`src/rtl/byte_assembler_pkg.sv`:
```
// Shared defaults and types for the byte assembler and its FIFO.
package byte_assembler_pkg;

    localparam int unsigned WORD_W_DEF     = 8;
    localparam int unsigned FIFO_DEPTH_DEF = 4;
    localparam int unsigned RCT_LIMIT_DEF  = 32;

    // Word type at the default width.
    typedef logic [WORD_W_DEF-1:0] word_t;

endpackage

```
`src/rtl/sync_fifo.sv`:
```
// Synchronous FIFO with circular pointers and an occupancy count.
// A pop on an empty FIFO is ignored. A push on a full FIFO is accepted only
// when a pop happens on the same edge. The head reads as zero while empty.
module sync_fifo
    import byte_assembler_pkg::*;
#(
    parameter int unsigned WIDTH = WORD_W_DEF,
    parameter int unsigned DEPTH = FIFO_DEPTH_DEF
) (
    input  logic                     clk,
    input  logic                     rst,
    input  logic                     push_i,
    input  logic [WIDTH-1:0]         data_i,
    input  logic                     pop_i,
    output logic [WIDTH-1:0]         data_o,
    output logic                     full_o,
    output logic                     empty_o,
    output logic [$clog2(DEPTH):0]   level_o
);

    localparam int unsigned AW = $clog2(DEPTH);
    localparam int unsigned LW = AW + 1;

    logic [WIDTH-1:0] mem_q [DEPTH];
    logic [AW-1:0]    wr_ptr_q, rd_ptr_q;
    logic [LW-1:0]    level_q;
    logic             do_push, do_pop;

    assign full_o  = (level_q == LW'(DEPTH));
    assign empty_o = (level_q == '0);
    assign level_o = level_q;
    assign data_o  = empty_o ? '0 : mem_q[rd_ptr_q];

    assign do_pop  = pop_i && !empty_o;
    assign do_push = push_i && (!full_o || do_pop);

    // Storage write.
    // NOTE: the storage array has no reset; the empty flag masks stale contents,
    // so clearing it would only add reset fan-out without changing behaviour.
    always_ff @(posedge clk) begin
        if (do_push) begin
            mem_q[wr_ptr_q] <= data_i;
        end
    end

    // Pointers wrap naturally because DEPTH is a power of two.
    always_ff @(posedge clk) begin
        if (rst) begin
            wr_ptr_q <= '0;
            rd_ptr_q <= '0;
            level_q  <= '0;
        end else begin
            if (do_push) wr_ptr_q <= wr_ptr_q + 1'b1;
            if (do_pop)  rd_ptr_q <= rd_ptr_q + 1'b1;
            case ({do_push, do_pop})
                2'b10:   level_q <= level_q + 1'b1;
                2'b01:   level_q <= level_q - 1'b1;
                default: level_q <= level_q;
            endcase
        end
    end

endmodule

```
`src/rtl/byte_assembler.sv`:
```
// Serial-to-parallel assembler for a random bit stream.
// Accepted bits fill a word LSB first; each completed word goes into a FIFO.
// Optional feature, compiled in by BYTE_ASSEMBLER_HEALTH_EN: a repetition-count
// health test that trips after RCT_LIMIT equal bits in a row. Once it trips,
// new words are discarded and words already in the FIFO can still be read.
module byte_assembler
    import byte_assembler_pkg::*;
#(
    parameter int unsigned WORD_W     = WORD_W_DEF,
    parameter int unsigned FIFO_DEPTH = FIFO_DEPTH_DEF,
    parameter int unsigned RCT_LIMIT  = RCT_LIMIT_DEF
) (
    input  logic                          clk,
    input  logic                          rst,
    input  logic                          i_valid,
    input  logic                          i_bit,
    output logic                          o_valid,
    output logic [WORD_W-1:0]             o_data,
    input  logic                          o_ready,
    output logic [$clog2(FIFO_DEPTH):0]   o_level,
    output logic                          o_overflow,
    output logic                          o_health_fail
);

    localparam int unsigned CNT_W = (WORD_W > 1) ? $clog2(WORD_W) : 1;

    logic [CNT_W-1:0]  bit_cnt_q, bit_cnt_d;
    logic [WORD_W-1:0] shift_q, shift_d;
    logic              overflow_q, overflow_d;
    logic              word_done, push_req, pop_req;
    logic              fifo_full, fifo_empty;
    logic              health_block;

    assign word_done = i_valid && (bit_cnt_q == CNT_W'(WORD_W - 1));
    assign pop_req   = o_valid && o_ready;
    assign push_req  = word_done && !health_block;
    assign o_valid   = !fifo_empty;

    // Place each accepted bit at its position and advance the bit counter.
    // NOTE: every output gets a default first, so this block never infers a latch.
    always_comb begin
        shift_d    = shift_q;
        bit_cnt_d  = bit_cnt_q;
        overflow_d = overflow_q;
        if (i_valid) begin
            // NOTE: blocking assignments are right here because shift_d is
            // read back below as the completed word in the same evaluation.
            shift_d[bit_cnt_q] = i_bit;
            bit_cnt_d          = word_done ? '0 : bit_cnt_q + 1'b1;
        end
        if (push_req && fifo_full && !pop_req) begin
            overflow_d = 1'b1;
        end
    end

    // Assembler state registers.
    always_ff @(posedge clk) begin
        if (rst) begin
            bit_cnt_q  <= '0;
            shift_q    <= '0;
            overflow_q <= 1'b0;
        end else begin
            bit_cnt_q  <= bit_cnt_d;
            shift_q    <= shift_d;
            overflow_q <= overflow_d;
        end
    end

    assign o_overflow = overflow_q;

    sync_fifo #(
        .WIDTH (WORD_W),
        .DEPTH (FIFO_DEPTH)
    ) u_fifo (
        .clk     (clk),
        .rst     (rst),
        .push_i  (push_req),
        .data_i  (shift_d),
        .pop_i   (o_ready),
        .data_o  (o_data),
        .full_o  (fifo_full),
        .empty_o (fifo_empty),
        .level_o (o_level)
    );

`ifdef BYTE_ASSEMBLER_HEALTH_EN
    localparam int unsigned RUN_W = $clog2(RCT_LIMIT + 1);

    logic [RUN_W-1:0] run_q, run_d;
    logic             last_bit_q;
    logic             health_q, health_d;

    // Count equal consecutive bits across word boundaries; saturate at the limit.
    always_comb begin
        run_d    = run_q;
        health_d = health_q;
        if (i_valid) begin
            if (run_q == '0 || i_bit != last_bit_q) begin
                run_d = RUN_W'(1);
            end else if (run_q != RUN_W'(RCT_LIMIT)) begin
                run_d = run_q + 1'b1;
            end
            if (run_d == RUN_W'(RCT_LIMIT)) begin
                health_d = 1'b1;
            end
        end
    end

    // Health test state registers; the fail flag is held until reset.
    always_ff @(posedge clk) begin
        if (rst) begin
            run_q      <= '0;
            last_bit_q <= 1'b0;
            health_q   <= 1'b0;
        end else begin
            run_q    <= run_d;
            health_q <= health_d;
            if (i_valid) last_bit_q <= i_bit;
        end
    end

    // The word that completes on the tripping edge is still pushed.
    assign health_block  = health_q;
    assign o_health_fail = health_q;
`else
    assign health_block  = 1'b0;
    assign o_health_fail = 1'b0;
`endif

endmodule

```
`config.mk`:
```
export PLATFORM = sky130hd
export DESIGN_NAME = byte_assembler
export DESIGN_NICKNAME = d
export VERILOG_FILES = /design/src/rtl/byte_assembler_pkg.sv /design/src/rtl/sync_fifo.sv /design/src/rtl/byte_assembler.sv
export SDC_FILE = /design/constraint.sdc
export NUM_CORES = 1
export LEC_CHECK = 0
export ABC_AREA = 1
export CAP_MARGIN = 20
export CORE_UTILIZATION = 30
export DETAILED_ROUTE_END_ITERATION = 8
export PLACE_DENSITY = 0.48
export SLEW_MARGIN = 30
export SYNTH_ARGS = -nofsm -noshare
export SYNTH_HDL_FRONTEND = slang
export SYNTH_SLANG_ARGS = --single-unit
```
`constraint.sdc`:
```
create_clock -name clk -period 3.6 [get_ports clk]
set_input_delay 0.36 -clock clk [delete_from_list [all_inputs] [get_ports clk]]
set_output_delay 0.36 -clock clk [all_outputs]
set_load 0.01 [all_outputs]
```
==> key figures <==
Synth
  • Post-synthesis cell count: 234
  • Mapped Area: 0.00230 mm2
  • Sequential fraction of the synthesis area: 60.1%
  • Yosys top cell area share: 41.8%
  • Synth Register Bits: 53
  • Synth area leaders: edfxtp_1 42%, dfxtp_1 18%, nor2_1 8.8%
  • Syn_area_per_cell: 9.82 um2
  • Post-Syn Nets: 246
  • Number of distinct library cells after synthesis: 27
  • Yosys Warn Count: 0
  • Cell accounting for the most synthesized area: edfxtp_1

Setup path
  • Worst r2r dst: u_fifo.mem_q[1][6]
  • CP endpoint kind: primary output
  • CP max stage delay: 0.66 ns
  • CP startpoint kind: flop
  • Data arrival, critical path: 2.05 ns
  • CP Data Required Time: 3.24 ns
  • R2R setup slack: 1.54 ns
  • Cell-by-cell trace of the critical path: inv_2, o21ai_0, a21oi_1, clkdlybuf4s50_1
  • Worst-path maximum fanout: 17
  • R2R depth: 6
  • Slowest cell on crit path: dfxtp_1
  • R2r startpoint: bit_cnt_q[1]
  • CP Class: reg2out

Global route
  • GR Overflow Total: 0
  • Largest net degree at the start of global routing: 18
  • Initial antenna violation count: 0
  • First-pass GRT wire length: 7.10 mm
  • Vias in the first global route: 1374
  • GRT Total Usage: 12.4%

Clock tree
  • Clk sink count: 53
  • Root Buffer: clkbuf_8
  • H-tree levels: 2
  • Post-CTS Resized: 0
  • Hold buffer count at CTS: 0
  • Clock-pin slew on the worst setup and hold paths: 0.10 ns
  • Clock Path Buffers: 2
  • Worst-skew pair later-pin latency: 0.30 ns
  • Postcts setup bufs: 0
  • CTS buffer count: 5
  • CTS tree: yes

STA
  • Fin. max-slew vios: 0
  • Final min period: 2.41 ns
  • Setup Skew: 0.00361 ns
  • Tcrit/Tclk final: 66.9%
  • RSZ-0062 raised after global routing: no
  • Final setup TNS: 0 ns
  • Worst slew margin: 52.0%
  • Final setup fails: 0
  • Hold Vio Cnt, Final: 0
  • Max Clk Rate: 415 MHz
  • Slew at the pin closest to its max-slew limit: 0.717 ns

Worst hold path
  • Hold Path Sink: o_overflow
  • Worst hold start: o_overflow
  • Cells on Worst Hold Path: 1
  • Worst Hold Class: reg2reg

Placed design
  • Final RePlAce weighted congestion: 0.766
  • Placed cell count: 343
  • Placed inst area: 0.00255 mm2
  • IO Port Bufs: 17
  • Hpwl dp: 3.22 mm

Final layout
  • Layout area overhead: 15.0%
  • Util after Layout: 36.0%
  • # fillers: 751
  • Fin area: 0.00264 mm2
  • Layout Cells excl Fill: 351
  • Layout Nets: 263
  • Share of layout cells above drive strength 1: 8.33%
  • Antenna Diode Count: 0

Route
  • Final ANT Viol Nets: 0
  • Routed vias/inst: 4.26
  • DR DRC count: 0
  • Initial DRC count: 112
  • Drt wl/cell: 12.7 um
  • Drt pass-1 iters: 4
  • Via Count: 1495
  • Routed WL: 4.44 mm

Power
  • Peak VDD IR: 0.000288 V
  • P_leak: 1.08 nW
  • Pwr/cell area: 568 mW/mm2

Floorplan
  • Io pins: 19
  • Core area: 0.00733 mm2
  • # rows: 31
  • Die height: 89.5 um
  • Area of the die: 0.00802 mm2
  • Die X: 89.5 um
  • Starting density of the core: 31.4%

Run status
  • Status: finished, final reports clean

Job
  • Maximum Capacitance Violations: 0
[synthesized netlist by cell type]
| master | n |
|---|---|
| nand2_1 | 16 |
| and2_1 | 1 |
| buf_4 | 2 |
| o21ai_0 | 19 |
| nand3_2 | 1 |
| nor2_1 | 54 |
| inv_2 | 5 |
| fa_1 | 1 |
| nand2_2 | 3 |
| mux2i_1 | 7 |
| inv_1 | 26 |
| clkbuf_1 | 2 |
| conb_1 | 1 |
| dfxtp_1 | 21 |
| nand2_4 | 2 |
| o21a_1 | 2 |
| nand3_1 | 6 |
| nand4_1 | 2 |
| a21oi_1 | 17 |
| nor2_2 | 2 |
| buf_2 | 2 |
| ha_1 | 6 |
| clkbuf_2 | 1 |
| nor3_1 | 1 |
| xor2_1 | 1 |
| edfxtp_1 | 32 |
| nor3_2 | 1 |
[layout by cell type (no fill, tap or decap), drive strengths merged, types with 6 or more instances in the layout]
cell type      Yosys  routed
nor2              56      56
edfxtp            32      32
inv               31      31
dfxtp             21      21
nand2             21      21
o21ai             19      19
a21oi             17      17
clkdlybuf4s50      0      17
mux2i              7       7
nand3              7       7
ha                 6       6
clkbuf             3       6
[layer usage]
layer | vias up | GRT usage (%) | routed length, um
met3 | 6 | 3.60 | 150
met1 | 675 | 16.5 | 2270
met2 | 23 | 19.5 | 1970
met5 | - | 0 | 0
li1 | 791 | - | -
met4 | 0 | 3.90 | 59
[power breakdown]
part	switching, W	leakage, nW	internal, W
clock	0.000198	0.0374	0.000137
sequential	0.0000413	0.499	0.000669
combinational	0.000263	0.546	0.000193
total	0.000502	1.08	0.000999
[flip-flops by register name (all words and copies together) (netlist names), named ones only]
name,count
o_overflow,1
shift_q,8
u_fifo.wr_ptr_q,2
bit_cnt_q,3
u_fifo.level_o,3
u_fifo.rd_ptr_q,2
u_fifo.mem_q,32
[worst max path at each step]
stage               slack (ns)                 end  depth (start not counted)          from
finish                    1.19           o_data[7]                          4          flop
global route              0.96           o_data[4]                          4          flop
CTS                       1.13           o_data[7]                          4          flop
detailed placement        1.31  u_fifo.mem_q[3][6]                          5       i_valid
global placement          1.38  u_fifo.mem_q[3][5]                          5       i_valid
floorplan                 1.88  u_fifo.mem_q[0][0]                          6  bit_cnt_q[1]
[per-stage QoR]
stage | setup slack, ns | hold slack (ns) | power, W
after floorplan | 1.88 | 0.429 | 0.00100
after global placement | 1.38 | 0.455 | 0.00119
after detailed placement | 1.31 | 0.458 | 0.00119
after CTS | 1.13 | 0.487 | 0.00152
after global routing | 0.961 | 0.498 | 0.00160
final | 1.19 | 0.479 | 0.00150
[cells by family after synthesis]
kind of cell	Yosys count	synth area share, %
multiplexers	7	3.05
AO/OA/AOI/OAI	38	8.49
XOR/XNOR	1	0.381
flip-flops	53	60.1
buffers and inverters	38	6.70
AND/OR/NAND/NOR	89	17.0
other	1	0.163
adder cells (fa/ha/maj)	7	4.14
[critical path: cells and delay by family (launching register included)]
kind                   cells  cell delay (ns)
buffers and inverters      2             0.72
AO/OA/AOI/OAI              2             0.36
flip-flops                 1             0.66
[final cells by class]
cell class                 count  area, um2  share of cell area [%]
timing repair buffer          17        170                    6.44
inverter                      31        116                    4.40
sequential                    53       1380                    52.3
tap                           99        124                    4.69
multi-input combinational    143        763                    28.9
clock inverter                 2       15.0                   0.568
clock buffer                   6       72.6                    2.75
(Power assumes the default switching activity.)
